File: config.mk
export PLATFORM = sky130hd
export DESIGN_NAME = esc_ping_sched
export DESIGN_NICKNAME = d
export VERILOG_FILES = /design/src/rtl/esc_ping_sched_pkg.sv /design/src/rtl/esc_ping_rr_sel.sv /design/src/rtl/esc_ping_sched.sv
export SDC_FILE = /design/constraint.sdc
export NUM_CORES = 1
export LEC_CHECK = 0
export ABC_CLOCK_PERIOD_IN_PS = 5950
export BUFFER_PORTS_ARGS = -buffer_cell sky130_fd_sc_hd__buf_2
export CORE_MARGIN = 2
export CORE_UTILIZATION = 30
export CTS_CLUSTER_DIAMETER = 60
export DETAILED_ROUTE_END_ITERATION = 10
export PLACE_DENSITY = 0.48
export SLEW_MARGIN = 20
export SYNTH_ARGS = -nofsm -noshare
export SYNTH_HDL_FRONTEND = slang
export SYNTH_SLANG_ARGS = --single-unit
File: constraint.sdc
create_clock -name clk_i -period 5.95 [get_ports clk_i]
set_input_delay 0.595 -clock clk_i [delete_from_list [all_inputs] [get_ports clk_i]]
set_output_delay 0.595 -clock clk_i [all_outputs]
set_load 0.01 [all_outputs]
File: src/rtl/esc_ping_sched_pkg.sv
// Shared types and helpers for the escalation ping scheduler.
// Provides the scheduler state encoding and a round-robin pick over an escalation mask.
package esc_ping_sched_pkg;

    localparam int unsigned MaxN    = 32;
    localparam int unsigned MaxIdxW = 5;

    typedef enum logic [1:0] {
        StIdle,
        StWait,
        StSelect,
        StPing
    } state_e;

    typedef struct packed {
        logic               valid;
        logic [MaxIdxW-1:0] idx;
    } rr_pick_t;

    // First index at or after ptr (modulo n) whose escalation bit is clear.
    function automatic rr_pick_t rr_next_idx(input logic [MaxN-1:0]    esc_en,
                                             input logic [MaxIdxW-1:0] ptr,
                                             input logic [MaxIdxW:0]   n);
        rr_pick_t           pick;
        logic [MaxIdxW:0]   k;
        pick = '0;
        for (int unsigned i = 0; i < MaxN; i++) begin
            k = {1'b0, ptr} + (MaxIdxW + 1)'(i);
            if (k >= n) begin
                k = k - n;
            end
            if (((MaxIdxW + 1)'(i) < n) && !pick.valid && !esc_en[k[MaxIdxW-1:0]]) begin
                pick.valid = 1'b1;
                pick.idx   = k[MaxIdxW-1:0];
            end
        end
        return pick;
    endfunction

endpackage

File: src/rtl/esc_ping_rr_sel.sv
// Combinational round-robin picker: first non-escalating sender at or after ptr_i.
// Purely combinational so any scheduler can register the result as it sees fit.
module esc_ping_rr_sel
    import esc_ping_sched_pkg::*;
#(
    parameter int unsigned N = 4,
    localparam int unsigned IdxW = (N > 1) ? $clog2(N) : 1
) (
    input  logic [IdxW-1:0] ptr_i,
    input  logic [N-1:0]    esc_en_i,
    output logic [IdxW-1:0] sel_idx_o,
    output logic            sel_valid_o
);

    rr_pick_t pick;
    logic     unused_idx;

    assign pick        = rr_next_idx(MaxN'(esc_en_i), MaxIdxW'(ptr_i), (MaxIdxW + 1)'(N));
    assign sel_valid_o = pick.valid;
    assign sel_idx_o   = pick.idx[IdxW-1:0];

    // Upper index bits are always zero for N below the package maximum.
    assign unused_idx  = ^pick.idx;

endmodule

File: src/rtl/esc_ping_sched.sv
// Round-robin ping scheduler for a bank of escalation senders.
// One ping outstanding at a time; flags a one-cycle timeout when a sender fails to answer.
module esc_ping_sched
    import esc_ping_sched_pkg::*;
#(
    parameter int unsigned N     = 4,
    parameter int unsigned CntDw = 16,
    localparam int unsigned IdxW = (N > 1) ? $clog2(N) : 1
) (
    input  logic             clk_i,
    input  logic             rst_ni,
    input  logic             en_i,
    input  logic [CntDw-1:0] wait_cyc_i,
    input  logic [CntDw-1:0] timeout_cyc_i,
    input  logic [N-1:0]     esc_en_i,
    input  logic [N-1:0]     ping_ok_i,
    output logic [N-1:0]     ping_en_o,
    output logic             ping_timeout_o,
    output logic [IdxW-1:0]  timeout_idx_o
);

    state_e           state_q, state_d;
    logic [CntDw-1:0] cnt_q, cnt_d, cnt_sat;
    logic [CntDw:0]   cnt_inc, wait_thr, to_thr;
    logic [IdxW-1:0]  ptr_q, ptr_d, ptr_inc;
    logic [IdxW-1:0]  sel_idx;
    logic             sel_valid;
    logic [N-1:0]     ping_en_q, ping_en_d;
    logic             timeout_q, timeout_d;
    logic [IdxW-1:0]  timeout_idx_q, timeout_idx_d;

    esc_ping_rr_sel #(
        .N (N)
    ) u_rr_sel (
        .ptr_i       (ptr_q),
        .esc_en_i    (esc_en_i),
        .sel_idx_o   (sel_idx),
        .sel_valid_o (sel_valid)
    );

    // One extra bit keeps cnt+1 from wrapping before the threshold compare.
    assign cnt_inc  = {1'b0, cnt_q} + (CntDw + 1)'(1);
    assign cnt_sat  = (&cnt_q) ? cnt_q : cnt_inc[CntDw-1:0];
    assign wait_thr = (wait_cyc_i == '0) ? (CntDw + 1)'(1) : {1'b0, wait_cyc_i};
    assign to_thr   = (timeout_cyc_i == '0) ? (CntDw + 1)'(1) : {1'b0, timeout_cyc_i};
    assign ptr_inc  = (ptr_q == IdxW'(N - 1)) ? '0 : ptr_q + IdxW'(1);

    always_comb begin
        state_d       = state_q;
        cnt_d         = cnt_q;
        ptr_d         = ptr_q;
        timeout_d     = 1'b0;
        timeout_idx_d = timeout_idx_q;
        ping_en_d     = '0;

        case (state_q)
            StIdle: begin
                if (en_i) begin
                    state_d = StWait;
                    cnt_d   = '0;
                end
            end
            StWait: begin
                if (cnt_inc >= wait_thr) begin
                    state_d = StSelect;
                    cnt_d   = '0;
                end else begin
                    cnt_d = cnt_sat;
                end
            end
            StSelect: begin
                cnt_d = '0;
                if (sel_valid) begin
                    ptr_d   = sel_idx;
                    state_d = StPing;
                end else begin
                    state_d = StWait;
                end
            end
            StPing: begin
                if (esc_en_i[ptr_q] || ping_ok_i[ptr_q]) begin
                    ptr_d   = ptr_inc;
                    cnt_d   = '0;
                    state_d = StWait;
                end else if (cnt_inc >= to_thr) begin
                    timeout_d     = 1'b1;
                    timeout_idx_d = ptr_q;
                    ptr_d         = ptr_inc;
                    cnt_d         = '0;
                    state_d       = StWait;
                end else begin
                    cnt_d = cnt_sat;
                end
            end
            default: state_d = StIdle;
        endcase

        // Disable wins over everything, including a timeout due this cycle.
        if (!en_i) begin
            state_d       = StIdle;
            cnt_d         = '0;
            timeout_d     = 1'b0;
            timeout_idx_d = timeout_idx_q;
        end

        if (state_d == StPing) begin
            ping_en_d[ptr_d] = 1'b1;
        end
    end

    always_ff @(posedge clk_i or negedge rst_ni) begin
        if (!rst_ni) begin
            state_q       <= StIdle;
            cnt_q         <= '0;
            ptr_q         <= '0;
            ping_en_q     <= '0;
            timeout_q     <= 1'b0;
            timeout_idx_q <= '0;
        end else begin
            state_q       <= state_d;
            cnt_q         <= cnt_d;
            ptr_q         <= ptr_d;
            ping_en_q     <= ping_en_d;
            timeout_q     <= timeout_d;
            timeout_idx_q <= timeout_idx_d;
        end
    end

    assign ping_en_o      = ping_en_q;
    assign ping_timeout_o = timeout_q;
    assign timeout_idx_o  = timeout_idx_q;

endmodule

### After elaboration in Yosys (flattened, before gate mapping)

Index checks and enable logic that the tools add are counted.

* add/sub/neg operators: 9
* magnitude comparators: 13
* equality and inequality tests: 5
* mux-type cells: 46
* bitwise gates (word level): 1
* reductions and logical operators: 17

Operator list (number)
* $mux W16: 7
* $pmux W16 S3: 1
* $ge A17 B16 Y1: 2
* $logic_not A16 Y1: 2
* $lt A5 B6 Y1 const B: 4
* $mux W6: 4
* $bmux W1 S5: 4
* $mux W5: 4
* $ge A6 B3 Y1 const B: 3
* $mux W2: 9
* $add A16 B1 Y17 const B: 1
* $reduce_and A16 Y1: 1
* $sub A5 B3 Y5 const B: 3
* $mux W1: 11
* $eq A2 B2 Y1 const B: 4
* $pmux W2 S4: 1
* $add A2 B2 Y3 const B: 2
* $logic_not A1 Y1: 6
* $lt A2 B3 Y1 const B: 2
* $bmux W1 S2: 2
* $logic_and A1 B1 Y1: 4
* $mux W4: 1
* $pmux W2 S2: 1
* $reduce_and A4 Y1: 1
* other kinds (11): 11

* register bits after elaboration: 27
* bits of input ports: 43

### Longest topological paths before layout

Gate-level depths: netlist (run 1).

* word-level depth: 21
* mapped depth: 14

### By module

A second synthesis (run 1) with hierarchy kept.

* cells, all modules: 307
* area, all modules: 2678.8 sq um

Modules (own cells, without submodules)
* esc_ping_sched: instances 1, cells each 273, area each 2373.5 sq um, sequential area each 675.6 sq um
* esc_ping_rr_sel: instances 1, cells each 34, area each 305.3 sq um, sequential area each 0.0 sq um

### Least setup slack after synthesis (run 1)

OpenSTA, ideal clock, no wires.

* path type: register to register
* from: reg cnt_q[0]
* to: reg cnt_q[10]
* data arrival time: 3.172 ns
* required time: 5.864 ns
* slack: 2.692 ns
* cell stages (with the launch flop): 14
* cell sequence: dfrtp_1 -> ha_1 -> nand3_1 -> nor3_1 -> xor2_1 -> ha_1 -> a21o_1 -> a21o_1 -> a2111oi_0 -> nor3_1 -> nor4_1 -> a31oi_1 -> buf_2 -> nor3_1

* word-level cells in the longest chain between the ends: 6

RTL lines
* from (decl): line esc_ping_sched.sv:23 `logic [CntDw-1:0] cnt_q, cnt_d, cnt_sat;`
* from (signal assigned): line esc_ping_sched.sv:121 `cnt_q <= cnt_d;`
* $add A16 B1 Y17 or $reduce_and A16 Y1 (tied branches): line esc_ping_sched.sv:42, esc_ping_sched.sv:43
* $ge A17 B16 Y1 or $mux W16 (tied branches): line esc_ping_sched.sv:85, esc_ping_sched.sv:43
* $mux W16: line esc_ping_sched.sv:85 `end else if (cnt_inc >= to_thr) begin`
* $mux W16: line esc_ping_sched.sv:81 `if (esc_en_i[ptr_q] || ping_ok_i[ptr_q]) begin`
* $pmux W16 S3 *: line esc_ping_sched.sv:56 `case (state_q)`
* $mux W16 *: line esc_ping_sched.sv:99 `if (!en_i) begin`
* via cnt_d[10]: line esc_ping_sched.sv:23

Mark *: on every way through the listed nets, which the timed path passes. The rest lies on a longest branch.
A chain may end at the register's enable or synchronous reset.

### Final worst setup path (run 1)

* from: reg cnt_q[0]
* to: reg ping_en_q[2], in the netlist ping_en_o[2]

* word-level cells in the longest chain between the ends: 10

RTL lines
* $add A16 B1 Y17 *: line esc_ping_sched.sv:42 `assign cnt_inc = {1'b0, cnt_q} + (CntDw + 1)'(1);`
* $ge A17 B16 Y1 *: line esc_ping_sched.sv:85
* $mux W2 *: line esc_ping_sched.sv:85
* $mux W2 *: line esc_ping_sched.sv:81
* $pmux W2 S2 *: line esc_ping_sched.sv:56
* via ptr_d[1]: line esc_ping_sched.sv:25 `logic [IdxW-1:0] ptr_q, ptr_d, ptr_inc;`
* $lt A2 B3 Y1 (implied by the code) or $ge A2 B1 Y1 (tied branches): line esc_ping_sched.sv:107 `ping_en_d[ptr_d] = 1'b1;`
* $logic_and A1 B1 Y1 (implied by the code): line esc_ping_sched.sv:107
* $mux W1 (implied by the code): line esc_ping_sched.sv:107
* $demux W1 S2 *: line esc_ping_sched.sv:107
* $mux W4 *: line esc_ping_sched.sv:106 `if (state_d == StPing) begin`
* via ping_en_d[2]: line esc_ping_sched.sv:28 `logic [N-1:0] ping_en_q, ping_en_d;`
* to (signal assigned): line esc_ping_sched.sv:123 `ping_en_q <= ping_en_d;`
* to (decl): line esc_ping_sched.sv:28

Marked as above.

==> metrics.txt, run 1 <==
fin crit share=64.94%; Slew Viols, Final=0; GRT met3 Usage=0.8696%; CTS sink cnt=27; Yosys top cell area share=between 20% and 30%; logic gate share of total power=a little under a fifth; largest net degree at the start of global routing=28; row count=33; CP Launch Type=flip-flop; clk buf depth=2; clock latency on the worst-skew pair=between 0.2 and 0.3 ns; Final HPWL DP=between 5000 and 6000 um; cell area after synthesis=about 2500 um^2; r2r startpoint=cnt_q[0]; initial antenna violation count=0; Min-Delay Path Class=in -> async; DR DRC count=0; Avg Synthesized Cell Area=8.516 um^2; Pwr Density=roughly 120 nW/um^2; first-pass GRT wire length=10670 um; dpl cells=roughly 440; reg-to-reg slack, setup=about 2.1 ns; Pwr Total=roughly 360 uW; Synth Instances=294; # diodes=0; clk slew on worst S/H paths=0.10 ns; Die H=95.36 um; Crit. End Element=flip-flop; reg2reg path depth=13; post-synth cell types=51; ys flop type=dfrtp_1; crit-path cells=ha_1 -> nand3_1 -> nor4_1 -> xor2_1 -> ha_1 -> nand4_1 -> nor4_1 -> a221oi_1 -> o2111ai_1 -> or2_0 -> a311oi_2 -> inv_2 -> and4b_1; Final Skew=slightly below 0.005 ns; final WL=roughly 6400 um; port bufs=between 40 and 50; Final Hold Fails=0; P_leak=between 1.5 and 2 nW; status=completed; Max FO, Critical Path=7; Mapped Nets=~380; H-Tree Depth=1; max cap viols=0; Yosys warnings=0; clock power share=a little under 30%; Vias=about 2300; CP Data Arrival Time=approximately 4 ns; post-synth top area cell=dfrtp_1; Filler cells=between 800 and 900; CTS tree=built; Slew HR=~58%; grt met1 use=between 20% and 30%; CP delay by family, top=simple AND/OR/NAND/NOR gates; worst-margin pin slew=approximately 0.63 ns; crit path time final=just under 4 ns; unrepaired setup endpoints after global routing=no; Worst VDD drop=about 0.080 mV; Max Freq=258.8 MHz; GR Overflow Total=0; Cell Int Power=between 200 and 300 uW; CP max-delay cell=dfrtp_1; die width=roughly 95 um; post-synthesis sequential area ratio=a little over a quarter; met2 Use GR=around a quarter; Sw Share=about 27%; Switch Pwr=approximately 97 uW; sequential share of power=between 50% and 60%; layout cell share with drive strength beyond 1=between 10% and 20%; root buffer cell=clkbuf_8; RD Place Congestion=between 0.7 and 0.8; cts hold-fix bufs=0; Detail Route Antenna Nets=0; # nets final=approximately 420; drt first-iter violations=just over 90; Initial Utilization=30.78%; Via density=around 5; CTS resizes=0; WP data required=about 6 ns; DR pass1 iterations=4; synth top area cells=dfrtp_1, ha_1, inv_1; post-synthesis async set-or-reset flop share=100.0%; Post-CTS Setup Bufs=0; GRT Overall Usage=14.80%; via count of the first global-routing pass=about 2300; total die area=between 9000 and 10000 um^2; Wirelength per Cell=about 14 um; Setup-failing EPs final=0; max incr delay on CP=about 0.46 ns; Crit Path Category=reg -> reg; Most Crowded Layer GR=met2; Post-synth top cells=ha_1, inv_1, dfrtp_1, nor2_1, nor3_1; Core Footprint=~8100 um^2; IO Pins=50; synth-to-layout area growth=16.19%; WP buf/inv=1; FF+latch count, synth=27; EDFF count, synth=0; Setup TNS Final=0 ns; clock buffer count from CTS=3; RR Endpoint=ping_en_o[2]; non-filler instance count after layout=447
-- placed cells by master, fill, tap and decap left out, types with 4 or more instances in the layout --
master	netlist	final
ha_1	38	38
a211oi_1	4	4
nand2_1	19	19
nor3_1	26	26
inv_1	38	38
nor4_1	9	9
nand3_1	9	9
and4_1	4	4
nand2b_1	4	4
a21o_1	9	9
o21ai_0	8	8
nand4_1	6	6
xnor2_1	8	8
buf_2	4	49
a21oi_1	7	7
nor2_1	26	26
xor2_1	7	7
dfrtp_1	27	27
-- kinds of logic (layout without fill, tap and decap cells) --
| group | count (synthesis) | in the layout | share of synthesized area (%) |
|---|---|---|---|
| buf+inv | 45 | 93 | 6.947 |
| fa+ha+maj | 38 | 38 | 18.99 |
| simple gates | 117 | 117 | 24.34 |
| mux | 7 | 7 | 4.498 |
| compound gates | 45 | 45 | 12.99 |
| xor+xnor | 15 | 15 | 5.248 |
| flops | 27 | 27 | 26.99 |
-- power groups by stage --
stage                     Clock, mW  Combinational (mW)  Sequential, mW
after floorplan                   0              0.0393           0.190
after global placement            0              0.0684           0.191
after detailed placement          0              0.0689           0.191
after CTS                     0.110              0.0693           0.188
after global routing          0.119              0.0783           0.188
final                         0.104              0.0683           0.188
-- worst max path at each step --
stage              from            to  slack [ns]  cells after the start
6_report       cnt_q[0]  ping_en_o[2]        2.09                     13
5_1_grt        cnt_q[0]      cnt_q[6]        1.70                     13
4_1_cts        cnt_q[0]      cnt_q[8]        1.94                     13
3_5_place_dp   cnt_q[0]      cnt_q[8]        1.96                     13
2_1_floorplan  cnt_q[0]     cnt_q[10]        2.69                     13
3_3_place_gp   cnt_q[0]     cnt_q[12]        2.05                     13
-- per-layer routing --
layer	up-vias	share of wire, %
li1	1155	-
met1	1044	49
met2	58	46
met3	2	4.6
met4	0	0.31
met5	-	0
-- layout make-up --
type | count | area [um^2] | share of cell area [%]
Tap cell | 105 | 131.4 | 4.516
Clock inverter | 1 | 7.507 | 0.2581
Multi-Input combinational cell | 222 | 1654 | 56.86
Sequential cell | 27 | 675.6 | 23.23
Timing Repair Buffer | 50 | 252.7 | 8.688
Inverter | 39 | 146.4 | 5.032
Clock buffer | 3 | 41.29 | 1.419
-- flip-flops by register name (all words and copies together), names as in the netlist --
signal	cells
ping_en_o	4
cnt_q	16
ptr_q	2
ping_timeout_o	1
state_q	2
timeout_idx_o	2
-- through the flow --
| step | hold WS, ns | instance area (um^2) | util, % | worst slack, ns |
|---|---|---|---|---|
| 2_1_floorplan | 0.2994 | 2504 | - | 2.692 |
| 3_3_place_gp | 0.4646 | 2860 | 35.16 | 2.049 |
| 3_5_place_dp | 0.4769 | 2860 | 35.16 | 1.959 |
| 4_1_cts | 0.3345 | 2909 | 35.76 | 1.943 |
| 5_1_grt | 0.3439 | 2909 | 35.76 | 1.699 |
| 6_report | 0.3169 | 2909 | 35.76 | 2.086 |
Note: power is estimated with default switching activity, not from simulation.
==> run 2: changes to the inputs <==
--- a/config.mk
+++ b/config.mk
@@ -5,7 +5,7 @@
 export SDC_FILE = /design/constraint.sdc
 export NUM_CORES = 1
 export LEC_CHECK = 0
-export ABC_CLOCK_PERIOD_IN_PS = 5950
+export ABC_CLOCK_PERIOD_IN_PS = 4000
 export BUFFER_PORTS_ARGS = -buffer_cell sky130_fd_sc_hd__buf_2
 export CORE_MARGIN = 2
 export CORE_UTILIZATION = 30
==> constraint.sdc (replaced) <==
create_clock -name clk_i -period 4 [get_ports clk_i]
set_input_delay 0.4 -clock clk_i [delete_from_list [all_inputs] [get_ports clk_i]]
set_output_delay 0.4 -clock clk_i [all_outputs]
set_load 0.01 [all_outputs]
==> metrics.txt, run 2 (same netlist as run 1, synthesis figures left out) <==
status=completed; clk buf depth=2; clock latency on the worst-skew pair=0.27 ns; root buffer cell=clkbuf_8; Finished Core Util=around 37%; Detail Route Antenna Nets=0; final WL=approximately 6300 um; clk slew on worst S/H paths=roughly 0.090 ns; fin crit share=between 90% and 100%; commonest non-fill, non-tap cell in the layout=buf_2; GRT met3 Usage=less than 1%; Final HPWL DP=about 5300 um; Slew HR=between 60% and 70%; Cell Int Power=about 400 uW; RD Place Congestion=roughly 0.79; DR DRC count=0; Initial Utilization=a little under a third; sequential share of power=a little over half; die width=~95 um; largest net degree at the start of global routing=28; GR Overflow Total=0; CTS tree=built; grt met1 use=21.33%; P_leak=1.629 nW; via count of the first global-routing pass=about 2200; CP Launch Type=flip-flop; DR pass1 iterations=4; Slew Viols, Final=0; Max Freq=275.5 MHz; total die area=9093 um^2; CTS sink cnt=27; logic gate share of total power=about a fifth; Most flops, register=cnt_q; H-Tree Depth=1; Setup TNS Final=0 ns; Most Crowded Layer GR=met2; Core Footprint=8134 um^2; # nets final=between 400 and 500; Pwr Density=176.1 nW/um^2; Crit. End Element=flip-flop; # diodes=0; max reg flops=16; Switch Pwr=between 100 and 150 uW; clock power share=about 28%; Crit Path Category=reg -> reg; clock buffer count from CTS=3; unrepaired setup endpoints after global routing=no; Wirelength per Cell=between 10 and 15 um; crit path time final=around 3.6 ns; Sw Share=a little over a quarter; max cap viols=0; first-pass GRT wire length=about 11000 um; Pwr Total=about 530 uW; worst-margin pin slew=between 0.5 and 0.6 ns; Max FO, Critical Path=16; met2 Use GR=around 25%; Via density=4.933; port bufs=slightly below 50; WP data required=4.18 ns; Final Hold Fails=0; Final Skew=0.001476 ns; layout cell share with drive strength beyond 1=22.54%; CP Data Arrival Time=3.81 ns; drt first-iter violations=about 110; initial antenna violation count=0; row count=33; Filler cells=860; Vias=between 2000 and 2500; IO Pins=50; most frequent cells in the layout=buf_2, inv_1, ha_1; Min-Delay Path Class=in -> async; GRT Overall Usage=14.85%; synth-to-layout area growth=20.84%; Die H=95.36 um; Worst VDD drop=approximately 0.15 mV; Setup-failing EPs final=0
run 2: layout make-up:
| type | instances | area, um^2 | share of cell area (%) |
|---|---|---|---|
| multi-input cells | 222 | 1675 | 55.38 |
| flip-flops and latches | 27 | 675.6 | 22.33 |
| repair buffers | 63 | 350.3 | 11.58 |
| inverters | 39 | 146.4 | 4.839 |
| well taps | 105 | 131.4 | 4.342 |
| clock buffers | 3 | 41.29 | 1.365 |
| clock inverters | 1 | 5.005 | 0.1654 |
run 2: final timing paths:
kind,endpoint,cells past startpoint,slack [ns],start
worst min register to register,timeout_idx_o[0],2,0.50,timeout_idx_o[0]
worst max-delay path,cnt_q[5],14,0.37,cnt_q[0]
min in group clk_i,state_q[0],2,0.38,en_i
worst min-delay path,timeout_idx_o[1],1,0.13,rst_ni
max in group asynchronous,cnt_q[4],1,3.49,rst_ni
worst max register to register,cnt_q[5],14,0.37,cnt_q[0]
run 2: power groups by stage:
stage	combinational, mW	clock (mW)	sequential [mW]
global route	0.119	0.170	0.278
floorplan	0.0585	0	0.282
global placement	0.104	0	0.282
detailed placement	0.105	0	0.282
CTS	0.105	0.158	0.277
finish	0.104	0.152	0.277
run 2: worst max-delay path, cell delays in order (launching register included):
cell and delay, ns:
dfrtp_1 0.46, ha_1 0.24, nand3_2 0.16, nor3_1 0.28, xor2_1 0.29, ha_1 0.30, a21o_1 0.19, a21o_1 0.18
a2111oi_1 0.39, nor3_1 0.11, nor4_1 0.28, buf_4 0.19, a31oi_1 0.08, buf_4 0.20, nor3_1 0.20
run 2: routing by layer:
metal	part of all wire (%)	up-vias
li1	-	1176
met1	49	1036
met2	46	55
met3	4.8	2
met4	0.43	0
met5	0	-
run 2: what timing repair did:
action,in CTS,in global routing
gates resized for setup,0,5
hold buffers,0,0
buffers inserted,0,4
endpoints found under the hold margin,0,0
endpoints found under the setup margin,0,24
run 2: through the flow:
| step | cell area [um^2] | hold WS (ns) | std cells | setup WS [ns] |
|---|---|---|---|---|
| 2_1_floorplan | 2504 | 0.1044 | 294 | 0.7420 |
| 3_3_place_gp | 2928 | 0.4457 | 452 | 0.3644 |
| 3_5_place_dp | 2928 | 0.4422 | 452 | 0.2309 |
| 4_1_cts | 2974 | 0.1422 | 456 | 0.2334 |
| 5_1_grt | 3025 | 0.1675 | 460 | 0.02637 |
| 6_report | 3025 | 0.1253 | 460 | 0.3697 |
==> run 3: changes to the inputs <==
--- a/config.mk
+++ b/config.mk
@@ -9,6 +9,7 @@
 export BUFFER_PORTS_ARGS = -buffer_cell sky130_fd_sc_hd__buf_2
 export CORE_MARGIN = 2
 export CORE_UTILIZATION = 30
+export CTS_BUF_LIST = sky130_fd_sc_hd__clkbuf_16
 export CTS_CLUSTER_DIAMETER = 60
 export DETAILED_ROUTE_END_ITERATION = 10
 export PLACE_DENSITY = 0.48
==> metrics.txt, run 3 (same netlist as run 1, synthesis figures left out) <==
CP delay by family, top=simple AND/OR/NAND/NOR gates; crit path from=cnt_q[0]; clock buffer count from CTS=3; grt met1 use=21.17%; Filler cells=around 860; Cell Int Power=approximately 460 uW; clk buf depth=2; CP Launch Type=flip-flop; crit-path cells=ha_1 -> nand3_2 -> nor3_1 -> xor2_1 -> buf_4 -> ha_1 -> nand4_1 -> nor4_1 -> a221oi_1 -> o2111ai_2 -> or2_0 -> a311oi_2 -> inv_2 -> and4b_1; Switch Pwr=roughly 150 uW; Crit Path Category=reg -> reg; Finished Core Util=37.43%; Crit. End Element=flip-flop; final WL=between 6000 and 7000 um; Worst VDD drop=between 0.15 and 0.2 mV; Max Freq=between 200 and 300 MHz; Vias=2271; FF/Latch Area=roughly 680 um^2; port bufs=49; first-pass GRT wire length=10630 um; Die H=95.36 um; multi-input combinational cell area=between 1500 and 2000 um^2; WP data required=around 4.2 ns; WP buf/inv=2; DR pass1 iterations=4; initial antenna violation count=0; clk slew on worst S/H paths=roughly 0.060 ns; IO Pins=50; H-Tree Depth=1; status=completed; DR DRC count=0; P_leak=approximately 1.6 nW; Setup TNS Final=0 ns; Via density=about 5; Final HPWL DP=between 5000 and 6000 um; CP Data Arrival Time=between 3 and 4 ns; layout cell share with drive strength beyond 1=approximately 22%; clock power share=a little under two fifths; GRT Overall Usage=14.80%; sequential share of power=between 40% and 50%; logic gate share of total power=about 17%; total die area=a little over 9000 um^2; CP max-delay cell=dfrtp_1; via count of the first global-routing pass=approximately 2200; root buffer cell=clkbuf_16; Setup-failing EPs final=0; row count=33; r2r startpoint=cnt_q[0]; Final Hold Fails=0; met2 Use GR=24.94%; CTS sink cnt=27; max reg flops=16; commonest non-fill, non-tap cell in the layout=buf_2; clock latency on the worst-skew pair=around 0.26 ns; Pwr Density=between 150 and 200 nW/um^2; Most Crowded Layer GR=met2; Initial Utilization=a little under a third; Wirelength per Cell=between 10 and 15 um; most frequent cells in the layout=buf_2, inv_1, ha_1; fin crit share=90.87%; non-filler instance count after layout=between 400 and 500; synth-to-layout area growth=21.59%; largest net degree at the start of global routing=28; Detail Route Antenna Nets=0; die width=between 90 and 100 um; Core Footprint=approximately 8100 um^2; reg2reg path depth=14; dpl cells=about 450; Final Skew=approximately 0.0014 ns; max cap viols=0; GRT met3 Usage=less than 1%; Sw Share=between 20% and 30%; RD Place Congestion=around 0.79; Most flops, register=cnt_q; worst-margin pin slew=just under 0.6 ns; CTS tree=built; GR Overflow Total=0; # nets final=435; Max FO, Critical Path=7; Min-Delay Path Class=in -> async; Slew HR=around three fifths; reg-to-reg slack, setup=0.37 ns; max incr delay on CP=0.45 ns; Slew Viols, Final=0; Most Frequent Cell on Critical Path=ha_1; crit path time final=3.635 ns; # diodes=0; drt first-iter violations=roughly 100; RR Endpoint=ping_en_o[2]
[run 3: cell count changes in the layout (fill, tap and decap cells not counted)]
cell	change
clkbuf_16	+3
clkbuf_8	-3
buf_4	-2
[run 3: final cells by class]
type                    instances  area share, %
clock buffers                   3          2.466
flip-flops and latches         27          22.19
repair buffers                 61          11.02
well taps                     105          4.316
clock inverters                 1         0.1644
inverters                      39          4.809
multi-input cells             222          55.04
[run 3: power by group through the flow]
stage          Combinational [mW]  Sequential [mW]  Clock [mW]
6_report                    0.104            0.277       0.224
5_1_grt                     0.119            0.277       0.240
4_1_cts                     0.105            0.277       0.231
3_5_place_dp                0.105            0.282           0
3_3_place_gp                0.104            0.282           0
2_1_floorplan              0.0585            0.282           0
[run 3: routing by layer]
layer  wire length, um  up-vias  part of all wire (%)
li1                  -     1173                     -
met1              3130     1037                    49
met2              2856       59                    45
met3               322        2                   5.1
met4                27        0                  0.43
met5                 0        -                     0
[run 3: how the worst max path moves through the flow]
| stage | endpoint | depth (start not counted) |
|---|---|---|
| 2_1_floorplan | cnt_q[10] | 13 |
| 3_3_place_gp | ping_en_o[2] | 13 |
| 3_5_place_dp | ping_en_o[2] | 13 |
| 4_1_cts | ping_en_o[1] | 13 |
| 5_1_grt | ping_en_o[2] | 14 |
| 6_report | ping_en_o[2] | 14 |
[run 3: worst reg2reg max path: stages, from the launching register on]
cell and delay (ns):
dfrtp_1 0.45, ha_1 0.24, nand3_2 0.16, nor3_1 0.28, xor2_1 0.29, buf_4 0.17
ha_1 0.23, nand4_1 0.13, nor4_1 0.08, a221oi_1 0.32, o2111ai_2 0.28, or2_0 0.29
a311oi_2 0.33, inv_2 0.08, and4b_1 0.20
[run 3: stage by stage]
| stage | total power, mW | hold slack, ns | setup WS, ns | cell area, um^2 |
|---|---|---|---|---|
| 2_1_floorplan | 0.3409 | 0.1044 | 0.7420 | 2504 |
| 3_3_place_gp | 0.3869 | 0.4457 | 0.3644 | 2928 |
| 3_5_place_dp | 0.3873 | 0.4422 | 0.2309 | 2928 |
| 4_1_cts | 0.6132 | 0.1631 | 0.2385 | 3008 |
| 5_1_grt | 0.6365 | 0.1943 | -0.01403 | 3044 |
| 6_report | 0.6048 | 0.1426 | 0.3651 | 3044 |
[run 3: repair_timing]
| action | in CTS | in global routing |
|---|---|---|
| hold buffers | 0 | 0 |
| resized for setup | 0 | 5 |
| buffers inserted | 0 | 2 |
| endpoints found under the setup margin | 0 | 23 |
